`src/rtl/lcd_pkg.sv`:
```
// Shared definitions for the LCD command sequencer: counter width, FSM states,
// HD44780 instruction bytes and the 4-bit-mode init ROM.
package lcd_pkg;

  localparam int CNT_W = 20;

  typedef enum logic [2:0] {
    ST_PWRUP,
    ST_INIT_ISSUE,
    ST_INIT_WAIT,
    ST_READY,
    ST_ISSUE,
    ST_WAIT
  } state_e;

  localparam logic [7:0] CMD_CLEAR     = 8'h01;
  localparam logic [7:0] CMD_HOME      = 8'h02;
  localparam logic [7:0] CMD_FUNC_4BIT = 8'h28;
  localparam logic [7:0] CMD_DISP_ON   = 8'h0C;
  localparam logic [7:0] CMD_ENTRY_INC = 8'h06;
  localparam logic [7:0] CMD_WAKE_8BIT = 8'h33;
  localparam logic [7:0] CMD_WAKE_4BIT = 8'h32;

  localparam logic [2:0] INIT_LAST = 3'd5;

  function automatic logic [7:0] init_byte(input logic [2:0] idx);
    case (idx)
      3'd0:    init_byte = CMD_WAKE_8BIT;
      3'd1:    init_byte = CMD_WAKE_4BIT;
      3'd2:    init_byte = CMD_FUNC_4BIT;
      3'd3:    init_byte = CMD_DISP_ON;
      3'd4:    init_byte = CMD_ENTRY_INC;
      3'd5:    init_byte = CMD_CLEAR;
      default: init_byte = 8'h00;
    endcase
  endfunction

  function automatic logic init_long(input logic [2:0] idx);
    init_long = (idx == 3'd0) || (idx == 3'd5);
  endfunction

  // Clear/home (0x03 also decodes as home) need the long settle time.
  function automatic logic is_long_cmd(input logic rs, input logic [7:0] data);
    is_long_cmd = !rs && (data == CMD_CLEAR || data == CMD_HOME || data == 8'h03);
  endfunction

endpackage

```
`src/rtl/lcd_cmd_seq_if.sv`:
```
// Host byte handshake plus the signals driven into the nibble-level controller.
// slave = sequencer side, master = host/controller side.
interface lcd_cmd_seq_if;
  logic       cmd_valid;
  logic       cmd_ready;
  logic       cmd_rs;
  logic [7:0] cmd_data;
  logic       init_done;
  logic       lcd_rs;
  logic       lcd_rw;
  logic [7:0] lcd_data;
  logic       lcd_start;

  modport slave (
    input  cmd_valid, cmd_rs, cmd_data,
    output cmd_ready, init_done, lcd_rs, lcd_rw, lcd_data, lcd_start
  );

  modport master (
    output cmd_valid, cmd_rs, cmd_data,
    input  cmd_ready, init_done, lcd_rs, lcd_rw, lcd_data, lcd_start
  );
endinterface

```
`src/rtl/lcd_delay.sv`:
```
// Loadable down-counter shared by every wait state; load wins over decrement,
// and the count parks at zero. done is combinational from the count register.
module lcd_delay
  import lcd_pkg::*;
#(
  parameter logic [CNT_W-1:0] RST_VAL = '0
) (
  input  logic             clk,
  input  logic             rst,
  input  logic             load,
  input  logic [CNT_W-1:0] load_val,
  output logic             done
);

  logic [CNT_W-1:0] count_q, count_d;

  always_comb begin
    count_d = count_q;
    if (load) begin
      count_d = load_val;
    end else if (count_q != '0) begin
      count_d = count_q - 1'b1;
    end
  end

  always_ff @(posedge clk or posedge rst) begin
    if (rst) begin
      count_q <= RST_VAL;
    end else begin
      count_q <= count_d;
    end
  end

  assign done = (count_q == '0);

endmodule

```
`src/rtl/lcd_cmd_seq.sv`:
```
// Paces init ROM and host bytes into the LCD controller by cycle counting.
// Host byte accepted at t launches at t+1; cmd_ready stays low until the settle delay expires.
module lcd_cmd_seq
  import lcd_pkg::*;
#(
  parameter logic [CNT_W-1:0] PWRUP_CYCLES = 20'd800000,
  parameter logic [CNT_W-1:0] SHORT_DELAY  = 20'd2500,
  parameter logic [CNT_W-1:0] LONG_DELAY   = 20'd100000
) (
  input logic          clk,
  input logic          rst,
  lcd_cmd_seq_if.slave bus
);

  state_e     state_q, state_d;
  logic [2:0] idx_q, idx_d;
  logic       init_done_q, init_done_d;
  logic       start_q, start_d;
  logic       rs_q, rs_d;
  logic [7:0] data_q, data_d;

  logic             load;
  logic [CNT_W-1:0] load_val;
  logic             done;

  lcd_delay #(
    .RST_VAL(PWRUP_CYCLES - 20'd1)
  ) u_delay (
    .clk     (clk),
    .rst     (rst),
    .load    (load),
    .load_val(load_val),
    .done    (done)
  );

  // Output registers are loaded on the transition into an issue state, so
  // lcd_start and the new rs/data appear on the same cycle.
  always_comb begin
    state_d     = state_q;
    idx_d       = idx_q;
    init_done_d = init_done_q;
    start_d     = 1'b0;
    rs_d        = rs_q;
    data_d      = data_q;
    load        = 1'b0;
    load_val    = '0;
    case (state_q)
      ST_PWRUP: begin
        if (done) begin
          state_d = ST_INIT_ISSUE;
          start_d = 1'b1;
          rs_d    = 1'b0;
          data_d  = init_byte(idx_q);
        end
      end
      ST_INIT_ISSUE: begin
        load     = 1'b1;
        load_val = init_long(idx_q) ? (LONG_DELAY - 20'd1) : (SHORT_DELAY - 20'd1);
        state_d  = ST_INIT_WAIT;
      end
      ST_INIT_WAIT: begin
        if (done) begin
          if (idx_q == INIT_LAST) begin
            init_done_d = 1'b1;
            state_d     = ST_READY;
          end else begin
            idx_d   = idx_q + 3'd1;
            state_d = ST_INIT_ISSUE;
            start_d = 1'b1;
            rs_d    = 1'b0;
            data_d  = init_byte(idx_q + 3'd1);
          end
        end
      end
      ST_READY: begin
        if (bus.cmd_valid) begin
          state_d = ST_ISSUE;
          start_d = 1'b1;
          rs_d    = bus.cmd_rs;
          data_d  = bus.cmd_data;
        end
      end
      ST_ISSUE: begin
        load     = 1'b1;
        load_val = is_long_cmd(rs_q, data_q) ? (LONG_DELAY - 20'd1) : (SHORT_DELAY - 20'd1);
        state_d  = ST_WAIT;
      end
      ST_WAIT: begin
        if (done) begin
          state_d = ST_READY;
        end
      end
      default: state_d = ST_PWRUP;
    endcase
  end

  always_ff @(posedge clk or posedge rst) begin
    if (rst) begin
      state_q     <= ST_PWRUP;
      idx_q       <= '0;
      init_done_q <= 1'b0;
      start_q     <= 1'b0;
      rs_q        <= 1'b0;
      data_q      <= '0;
    end else begin
      state_q     <= state_d;
      idx_q       <= idx_d;
      init_done_q <= init_done_d;
      start_q     <= start_d;
      rs_q        <= rs_d;
      data_q      <= data_d;
    end
  end

  assign bus.cmd_ready = (state_q == ST_READY);
  assign bus.init_done = init_done_q;
  assign bus.lcd_start = start_q;
  assign bus.lcd_rs    = rs_q;
  assign bus.lcd_rw    = 1'b0;
  assign bus.lcd_data  = data_q;

endmodule

```
`src/flat_wrapper.sv`:
```
// flat-port wrapper written by rule: the top's interface ports become plain ports
module lcd_cmd_seq_flat import lcd_pkg::*;
#(
  parameter logic [CNT_W-1:0] PWRUP_CYCLES = 20'd800000,
  parameter logic [CNT_W-1:0] SHORT_DELAY  = 20'd2500,
  parameter logic [CNT_W-1:0] LONG_DELAY   = 20'd100000
)
  (clk, rst, bus_cmd_valid, bus_cmd_rs, bus_cmd_data, bus_cmd_ready, bus_init_done, bus_lcd_rs, bus_lcd_rw, bus_lcd_data, bus_lcd_start);
  lcd_cmd_seq_if bus_i ();
  input logic clk;
  input logic rst;
  input wire logic [$bits(bus_i.cmd_valid)-1:0] bus_cmd_valid;
  input wire logic [$bits(bus_i.cmd_rs)-1:0] bus_cmd_rs;
  input wire logic [$bits(bus_i.cmd_data)-1:0] bus_cmd_data;
  output wire logic [$bits(bus_i.cmd_ready)-1:0] bus_cmd_ready;
  output wire logic [$bits(bus_i.init_done)-1:0] bus_init_done;
  output wire logic [$bits(bus_i.lcd_rs)-1:0] bus_lcd_rs;
  output wire logic [$bits(bus_i.lcd_rw)-1:0] bus_lcd_rw;
  output wire logic [$bits(bus_i.lcd_data)-1:0] bus_lcd_data;
  output wire logic [$bits(bus_i.lcd_start)-1:0] bus_lcd_start;
  assign bus_i.cmd_valid = bus_cmd_valid;
  assign bus_i.cmd_rs = bus_cmd_rs;
  assign bus_i.cmd_data = bus_cmd_data;
  assign bus_cmd_ready = bus_i.cmd_ready;
  assign bus_init_done = bus_i.init_done;
  assign bus_lcd_rs = bus_i.lcd_rs;
  assign bus_lcd_rw = bus_i.lcd_rw;
  assign bus_lcd_data = bus_i.lcd_data;
  assign bus_lcd_start = bus_i.lcd_start;
  lcd_cmd_seq #(.PWRUP_CYCLES(PWRUP_CYCLES), .SHORT_DELAY(SHORT_DELAY), .LONG_DELAY(LONG_DELAY)) u_core (.clk(clk), .rst(rst), .bus(bus_i));
endmodule
```
`config.mk`:
```
export PLATFORM = sky130hd
export DESIGN_NAME = lcd_cmd_seq_flat
export DESIGN_NICKNAME = d
export VERILOG_FILES = /design/src/rtl/lcd_pkg.sv /design/src/rtl/lcd_cmd_seq_if.sv /design/src/rtl/lcd_delay.sv /design/src/rtl/lcd_cmd_seq.sv /design/src/flat_wrapper.sv
export SDC_FILE = /design/constraint.sdc
export NUM_CORES = 1
export LEC_CHECK = 0
export ABC_AREA = 1
export ABC_CLOCK_PERIOD_IN_PS = 1900
export CAP_MARGIN = 20
export CORE_UTILIZATION = 52
export DETAILED_ROUTE_END_ITERATION = 16
export PLACE_DENSITY = 0.85
export SLEW_MARGIN = 20
export SYNTH_ARGS = -nofsm -noshare
export SYNTH_HDL_FRONTEND = slang
export SYNTH_HIERARCHICAL = 1
export SYNTH_SLANG_ARGS = --single-unit
```
`constraint.sdc`:
```
create_clock -name clk -period 1.9 [get_ports clk]
set_input_delay 0.38 -clock clk [delete_from_list [all_inputs] [get_ports clk]]
set_output_delay 0.38 -clock clk [all_outputs]
set_load 0.005 [all_outputs]
```
==> flow_summary.yaml <==
global_routing:
  antenna_found_initial: 0
  use_met3_pct: 4.282
  grt_pass1_vias: 2330
  grt_busiest_layer: "met2"
  use_met2_pct: 45.37
  grt_overflow: 0
  grt_use_total_pct: 24.48
  grt_pass1_wl_um: 10030
  grt_max_degree: 21
  grt_use_met1_pct: 28.15
sta:
  period_minus_slack_ns: 1.927
  setup_violations: 1
  fin_tns_setup_ns: -0.02661
  rsz0062_at_grt: "yes"
  final-max-slew-violation-count: 0
  layout_setup_ws_ns: -0.02661
  hold_viol_final: 0
  finalClockSkew_ns: 0.007344
  finalCritPeriodShare_pct: 101.4
  whs_ns: 0.4275
  fmax_ghz: 0.5190
synthesis:
  synth_area_leaders: "dfrtp_1 (23%), nand2_1 (17%), dfstp_2 (13%), nand3_1 (6.1%), ha_1 (4.3%)"
  syn_area_um2: 2625
  yosysTopAreaCellShare_pct: 22.88
  avgSynthCellArea_um2: 7.500
  synthArstFlopShare_pct: 100.0
  synth_top_flop_cell: "dfrtp_1"
  synth-edff-count: 0
  syn_inst: 350
  ys_ff_latch: 37
  synth.distinct_cells: 35
  yosysWarnings: 6
  synth_top_area_cell: "dfrtp_1"
  synth_commonest_cells: "nand2_1 (118), nand3_1 (32), inv_1 (28)"
  synth_seq_area_share_pct: 35.89
  yosysMostFrequentCell: "nand2_1"
clock_network:
  cts.sinks: 37
  clock_latency_ns: 0.29
  root_buffer: "clkbuf_8"
  ctsHtreeMaxLevel: 2
  clk_pin_slew_ns: 0.07
  cts_tree: "built"
  clockBufferDepth: 2
  numCtsBuffers: 5
worst_setup_path:
  cp.required_ns: 2.12
  crit_fanout: 6
  worst-setup-path-type: "reg2reg"
  startpoint_type: "register"
  endpoint_kind: "register"
  crit_arrival_ns: 2.15
status:
  status: "finished with violations"
  violations: "setup timing"
floorplan:
  pin_count: 25
  initial_core_util_pct: 54.85
  die_h_um: 73.05
  fp-row-count: 25
  dieArea_um2: 5336
  core_area_um2: 4786
  die_w_um: 73.05
placement:
  globalplace.congestion: 0.9038
  place_worst_setup_slack_ns: -0.1787
  post-place-cells: 453
  portBuffers: 23
  hpwlAfterDp_um: 4554
route:
  drc_errors: 0
  wl_per_cell_um: 13.21
  ant_nets: 0
  via_count: 2404
  wl_um: 6182
  viasPerCell: 5.137
  drtIter0Drc: 146
  dr.pass1.iters: 4
finish:
  synthToLayoutAreaGrowth_pct: 23.74
  final_cells: 468
  drive_above_1_share_pct: 23.19
  fin_nets: 421
  antenna_cells: 0
power:
  ir_drop_mv: 0.2880
  p_leak_nw: 1.522
  p_total_mw: 1.458
  powerDensity_nw_per_um2: 449.0
hold_path:
  hold_class: "in2async"
job:
  drv_cap: 0
## final timing paths
kind / from / endpoint / slack [ns] / cells past startpoint
worst max-delay path: u_core/u_delay/count_q[14] / u_core/bus.lcd_data[0] / -0.03 / 11
worst min-delay path: rst / u_core/bus.lcd_rs / 0.43 / 3
worst min register to register: u_core/bus.init_done / u_core/bus.init_done / 0.50 / 1
min in group clk: u_core/bus.init_done / u_core/bus.init_done / 0.50 / 1
worst max register to register: u_core/u_delay/count_q[14] / u_core/bus.lcd_data[0] / -0.03 / 11
max in group asynchronous: rst / u_core/u_delay/count_q[13] / 1.19 / 3
## flip-flops by register name (all words and copies together), names as in the netlist
signal                  count
u_core/u_delay/count_q     20
u_core/idx_q                3
u_core/bus.lcd_start        1
u_core/bus.lcd_rs           1
u_core/state_q              3
u_core/bus.init_done        1
u_core/bus.lcd_data         8
## final cells by class
cell class	count	area [µm²]
tap	67	83.83
multi-input combinational	283	1625
inverter	34	130.1
sequential	37	943.4
clock buffer	8	90.09
timing repair buffer	39	375.4
fill	385	1538
## cells in the final DEF, fill, tap and decap left out, drive strengths merged, types with 2 or more instances in the layout
master         instances
buf                   15
nand4                  7
nor2                  43
nand2                127
xnor2                  3
dfrtp                 24
inv                   34
clkbuf                 9
nor3                   3
clkdlybuf4s50         23
nand3                 40
xor2                   8
conb                   8
or2                    2
dfstp                 13
o21ai                 24
a21oi                  4
ha                     9
## worst max-delay path, stage by stage, from the launching register on
cell and delay [ns]:
dfrtp_1 0.41, nor2_2 0.15, nand2_2 0.11, nor2_8 0.14
nand3_4 0.08, nor4_4 0.31, buf_4 0.18, nand3_4 0.09
buf_8 0.16, nand2_8 0.08, nand3_2 0.07, nand2_1 0.09
## power breakdown
group          internal [mW]  switching (mW)
Sequential             0.805          0.0131
Combinational         0.0362          0.0469
Clock                  0.296           0.262
## routing by layer
metal,share of wire [%],up-vias
li1,-,1212
met1,41,1108
met2,53,74
met3,4.6,10
met4,1.6,0
met5,0,-
## cells by family after synthesis
family	count (synthesis)	share of synthesized area, %
buffers and inverters	38	5.958
DFF	37	35.89
xor gates and xnor gates	11	3.670
other	1	0.1429
and+or+nand+nor	223	43.37
AOI/OAI and AO/OA	31	6.673
adders and majority gates	9	4.290
## metrics by stage
step | area [µm²] | util, %
3_3_place_gp | 3020 | 63.11
5_1_grt | 3248 | 67.87
3_5_place_dp | 3020 | 63.11
6_report | 3248 | 67.87
2_1_floorplan | 2658 | -
4_1_cts | 3128 | 65.36
## what timing repair did
action,CTS,global route
gates cloned,0,2
hold buffers,0,0
gates resized for setup,2,13
pin swaps,1,10
buffers inserted,1,4
setup endpoints to repair,17,15
Power figures use the tool's default switching activity.
